==> src/rtl/tmr_fault_monitor_if.sv <==
// Pin bundle for tmr_fault_monitor: io_in carries clock, reset, lanes and control;
// io_out carries voted/mis/alarm and the selectable count/status field.
interface tmr_fault_monitor_if;
    logic [7:0] io_in;
    logic [7:0] io_out;

    modport master (output io_in, input io_out);
    modport slave (input io_in, output io_out);
endinterface

==> src/rtl/tmr_fault_monitor.sv <==
// Majority voter and fault monitor for a triplicated register stage.
// Define TMR_MON_SYNC_EN to put a 2-flop synchronizer on the lanes before voting.
module tmr_fault_monitor (
    tmr_fault_monitor_if.slave bus
);
    typedef enum logic [1:0] {
        StIdle     = 2'b00,
        StMonitor  = 2'b01,
        StDegraded = 2'b10,
        StAlarm    = 2'b11
    } state_e;

    logic       clk;
    logic       rst_n;
    logic [2:0] lanes_raw;
    logic       en;
    logic       clr;
    logic       view;

    assign clk       = bus.io_in[0];
    assign rst_n     = bus.io_in[1];
    assign lanes_raw = bus.io_in[4:2];
    assign en        = bus.io_in[5];
    assign clr       = bus.io_in[6];
    assign view      = bus.io_in[7];

    // lanes[0] = A, lanes[1] = B, lanes[2] = C
    logic [2:0] lanes;

`ifdef TMR_MON_SYNC_EN
    logic [2:0] sync_meta_q;
    logic [2:0] sync_q;

    always_ff @(posedge clk or negedge rst_n) begin
        if (!rst_n) begin
            sync_meta_q <= 3'b000;
            sync_q      <= 3'b000;
        end else begin
            sync_meta_q <= lanes_raw;
            sync_q      <= sync_meta_q;
        end
    end

    assign lanes = sync_q;
`else
    assign lanes = lanes_raw;
`endif

    logic       maj;
    logic       mismatch;
    logic [2:0] fault;

    assign maj      = (lanes[0] & lanes[1]) | (lanes[0] & lanes[2]) | (lanes[1] & lanes[2]);
    assign mismatch = (|lanes) & ~(&lanes);
    // With three binary lanes exactly one lane disagrees with the majority on a mismatch.
    assign fault    = lanes ^ {3{maj}};

    state_e     state_q, state_d;
    logic [2:0] flags_q, flags_d;
    logic [4:0] cnt_q, cnt_d;
    logic       mis_q, mis_d;
    logic       voted_q;
    logic       multi_flag;

    always_ff @(posedge clk or negedge rst_n) begin
        if (!rst_n) begin
            state_q <= StIdle;
            flags_q <= 3'b000;
            cnt_q   <= 5'd0;
            mis_q   <= 1'b0;
            voted_q <= 1'b0;
        end else begin
            state_q <= state_d;
            flags_q <= flags_d;
            cnt_q   <= cnt_d;
            mis_q   <= mis_d;
            voted_q <= maj;
        end
    end

    // Transitions look at the post-update flags and counter.
    always_comb begin
        state_d    = state_q;
        flags_d    = flags_q;
        cnt_d      = cnt_q;
        mis_d      = 1'b0;
        multi_flag = 1'b0;
        if (clr) begin
            flags_d = 3'b000;
            cnt_d   = 5'd0;
            state_d = en ? StMonitor : StIdle;
        end else begin
            if (state_q != StIdle && mismatch) begin
                mis_d   = 1'b1;
                flags_d = flags_q | fault;
                if (cnt_q != 5'd31) cnt_d = cnt_q + 5'd1;
            end
            multi_flag = (flags_d[0] & flags_d[1]) | (flags_d[0] & flags_d[2]) |
                         (flags_d[1] & flags_d[2]);
            unique case (state_q)
                StIdle: begin
                    if (en) state_d = StMonitor;
                end
                StMonitor: begin
                    if (|flags_d) state_d = StDegraded;
                    else if (!en) state_d = StIdle;
                end
                StDegraded: begin
                    if (multi_flag || cnt_d == 5'd31) state_d = StAlarm;
                    else if (!en) state_d = StIdle;
                end
                StAlarm: begin
                    state_d = StAlarm;
                end
            endcase
        end
    end

    logic [4:0] field;

    assign field      = view ? {flags_q[0], flags_q[1], flags_q[2], state_q} : cnt_q;
    assign bus.io_out = {field, state_q == StAlarm, mis_q, voted_q};

endmodule

==> src/flat_wrapper.sv <==
// flat-port wrapper written by rule: the top's interface ports become plain ports
module tmr_fault_monitor_flat 
  (bus_io_in, bus_io_out);
  tmr_fault_monitor_if bus_i ();
  input wire logic [$bits(bus_i.io_in)-1:0] bus_io_in;
  output wire logic [$bits(bus_i.io_out)-1:0] bus_io_out;
  assign bus_i.io_in = bus_io_in;
  assign bus_io_out = bus_i.io_out;
  tmr_fault_monitor u_core (.bus(bus_i));
endmodule
==> config.mk <==
export PLATFORM = sky130hd
export DESIGN_NAME = tmr_fault_monitor_flat
export DESIGN_NICKNAME = d
export VERILOG_FILES = /design/src/rtl/tmr_fault_monitor_if.sv /design/src/rtl/tmr_fault_monitor.sv /design/src/flat_wrapper.sv
export SDC_FILE = /design/constraint.sdc
export NUM_CORES = 1
export LEC_CHECK = 0
export CAP_MARGIN = 15
export CORE_AREA = 2 2 63 65
export DETAILED_ROUTE_END_ITERATION = 12
export DIE_AREA = 0 0 65 67
export DONT_BUFFER_PORTS = 1
export GPL_TIMING_DRIVEN = 0
export PLACE_DENSITY_LB_ADDON = 0.15
export SYNTH_ARGS = -nofsm -noshare
export SYNTH_HDL_FRONTEND = slang
export SYNTH_SLANG_ARGS = --single-unit
export TNS_END_PERCENT = 10
==> constraint.sdc <==
create_clock -name bus_io_in -period 2.6 [get_ports bus_io_in]
set_input_delay 0.52 -clock bus_io_in [delete_from_list [all_inputs] [get_ports bus_io_in]]
set_output_delay 0.52 -clock bus_io_in [all_outputs]
set_load 0.01 [all_outputs]
==> results by group <==
Run status
  – Status: complete, but fails checks
  – Failing checks: negative hold slack, negative setup slack

Synth
  – Async SR Flop Fraction: 1.00
  – Post-synth EDFFs: 0
  – Yosys warning total: 0
  – Yosys top cell by area: dfrtp_1
  – Sequential share of the synthesized area: 0.386
  – Yosys reg bits: 12
  – Synth top area cells: dfrtp_1, mux2_2, nor2_1
  – Synthesized area per cell: 9.36 um^2
  – Mapped Area: 777 um^2
  – Top cell type's share of synthesized area: 0.386
  – Top FF cell, synth: dfrtp_1
  – Syn Nets: 92
  – Netlist cell types: 31
  – Mapped Cells: 83

STA
  – RSZ-0062 raised after global routing: yes
  – Slew @ Worst Pin: 0.683 ns
  – Final number of max-transition violations: 0
  – Setup-failing EPs final: 6
  – Final hold slack: -0.328 ns
  – Setup TNS: -2.08 ns
  – Slew margin rel.: 0.543
  – Worst Skew: 0.00562 ns
  – Final Hold Fails: 12
  – Worst Slack Setup Final: -0.690 ns

Critical path
  – Depth of the most critical reg-to-reg path: 9
  – Crit path launch: bus_io_in[4]
  – Critical-path cell list: buf_8, buf_8, and3_4, buf_8, or3_4, buf_8, or4_4, a32oi_4, a21oi_4, clkbuf_8, o311ai_4
  – WS Path Type: clock port to flop
  – Largest stage delay, worst path: 0.43 ns
  – R2r startpoint: u_core.state_q[0]$_DFFE_PN0P_
  – Critical path's top delay family: simple AND/OR/NAND/NOR gates
  – CP endpoint kind: flop
  – Worst Path Buf+Inv: 5
  – CP startpoint kind: clock port
  – CP Depth: 11
  – CP Max Fanout: 2
  – Worst path required time: 2.76 ns
  – Slowest-stage cell, CP: or4_4
  – CP most frequent cell: buf_8
  – Critical path arrival: 3.45 ns

Layout
  – Synth-to-Final Area Change: 152%
  – Final Instance Area: 0.00195 mm^2
  – Multi-input gate area: 543 um^2
  – Non-Filler Instances: 215
  – Nets@finish: 160
  – N_diodes: 0
  – Filler instances: 301
  – Sequential Area: 300 um^2
  – Share of cells above drive strength 1: 0.587
  – Final core occ: 0.542

Global route
  – Overflow after GRT: 0
  – First-pass GRT wire length: 6.51 mm
  – Largest net degree at the start of global routing: 9
  – Total global-route track usage: 0.197
  – Met3 global-route usage: 0.304
  – Busiest layer in global routing: met4
  – Initial antenna violation count: 0
  – Vias in the first global route: 1890
  – Met1 usage: 0.0726
  – GR Util met2: 0.161

Power
  – Logic pwr share: 0
  – Pwr dens: 2470 mW/mm^2
  – Int Power: 0.00315 W
  – Sw Ratio: 0.346
  – Flop pwr share: 0.043
  – Sw Pwr: 0.00167 W
  – Final Power: 0.00482 W
  – Clock share of power: 0.957
  – Max IR drop VDD: 0.00121 V
  – Leak Pwr: 0.911 nW

Placement
  – Post-placement cell count: 131
  – # port buffers: 0
  – Hpwl dp: 1.32 mm
  – DP Area: 841 um^2
  – Gpl congestion: 0.705

Die
  – Core Region: 0.00361 mm^2
  – Die height: 67 um
  – Width of the die: 65 um
  – Initial Util: 0.215
  – I/O Pins: 16
  – Row Count: 22
  – Die area: 0.00436 mm^2

Clock tree
  – CTS tree: built
  – Clock latency on the worst-skew pair: 0.25 ns
  – Hold_buf cts: 0
  – Clock slew at reported path FFs: 0.06 ns

Route
  – Post-route DRC: 0
  – Pre-antenna DRT Iters: 9
  – Vias: 1193
  – DRT antenna net count: 0
  – Routed WL per cell: 19.5 um
  – Vias per cell: 5.55
  – Initial DRC count: 207
  – Routed WL: 4.20 mm

Flow run
  – Max-cap violations: 0

Min path
  – HP Class: clock port to asynchronous set/reset pin
[cell families (layout without fill, tap and decap cells)]
kind of cell | Yosys count | in the layout | synth area share
buffers and inverters | 5 | 89 | 0.0338
DFF | 12 | 12 | 0.386
muxes | 8 | 8 | 0.111
AOI/OAI and AO/OA | 18 | 18 | 0.171
xor gates and xnor gates | 2 | 2 | 0.0225
and+or+nand+nor | 36 | 36 | 0.246
adders and majority gates | 2 | 2 | 0.0290
[cells in the mapped netlist, types with 2 or more instances]
library cell / count
a21oi_1: 8
and3_1: 2
buf_4: 2
dfrtp_1: 12
inv_1: 2
mux2_2: 5
mux2i_1: 3
nand2_1: 5
nand3_1: 3
nand3b_1: 3
nor2_1: 14
nor3_1: 2
or3b_2: 3
xor2_1: 2
[layer usage]
layer | routed length, um | vias up | part of all wire
met2 | 1820 | 139 | 0.43
met1 | 1290 | 542 | 0.31
met3 | 678 | 51 | 0.16
met4 | 408 | 0 | 0.097
li1 | - | 461 | -
met5 | 0 | - | 0
[timing repair]
item,CTS,global route
buffers inserted,8,1
setup endpoints to repair,7,7
gates resized for setup,11,14
cloned,0,0
pin swaps,7,5
[sequential cells by signal, summed over array words and instances, names as in the netlist]
register	cells
u_core.cnt_q	5
u_core.state_q	2
u_core.flags_q	3
u_core.voted_q	1
u_core.mis_q	1
[power by group through the flow]
stage | Combinational (W) | Sequential [W] | Clock [W]
final | 0.0000000000440 | 0.000206 | 0.00462
after global routing | 0.0000000000440 | 0.000206 | 0.00489
after CTS | 0.0000000000440 | 0.000206 | 0.00444
after detailed placement | 0.0000000000440 | 0.000213 | 0.000678
after global placement | 0.0000000000440 | 0.000213 | 0.000678
after floorplan | 0.0000000000440 | 0.000213 | 0.000678
[path summary, 6_finish.rpt]
path	to	slack, ns
hold reg to reg	u_core.cnt_q[1]$_DFF_PN0_	0.68
min in group bus_io_in	u_core.state_q[0]$_DFFE_PN0P_	0.11
setup reg to reg	u_core.state_q[0]$_DFFE_PN0P_	0.10
max in group asynchronous	u_core.flags_q[2]$_DFF_PN0_	2.82
hold / removal	u_core.cnt_q[0]$_DFF_PN0_	-0.33
setup / recovery	u_core.state_q[0]$_DFFE_PN0P_	-0.69
[worst register-to-register path, delay by kind of cell (launching register included)]
kind,cells,cell delay (ns)
buffers and inverters,3,0.38
AOI/OAI and AO/OA,4,0.73
DFF,1,0.45
and+or+nand+nor,2,0.84
[area by class of cell]
cell class | count | area share
clock buffers | 77 | 0.483
plain buffers | 3 | 0.00960
inverters | 1 | 0.00192
clock inverters | 8 | 0.0435
well taps | 48 | 0.0307
flip-flops and latches | 12 | 0.154
multi-input cells | 66 | 0.278
[per-stage QoR]
stage,setup slack (ns),hold slack (ns)
5_1_grt,-0.717,-0.349
6_report,-0.690,-0.328
3_5_place_dp,-0.234,-0.296
4_1_cts,-0.808,-0.328
3_3_place_gp,-0.234,-0.296
2_1_floorplan,-0.234,-0.296
[placed cells by master (no fill, tap or decap), types with 3 or more instances in the layout]
cell type	Yosys	layout
a21oi_1	8	6
buf_4	2	11
buf_8	0	8
bufinv_8	0	4
clkbuf_1	1	8
clkbuf_8	0	53
dfrtp_1	12	12
inv_1	2	3
mux2_2	5	5
nand2_1	5	4
nand3_1	3	3
nand3b_1	3	3
nor2_1	14	13
or3b_2	3	3
Power figures use the tool's default switching activity.
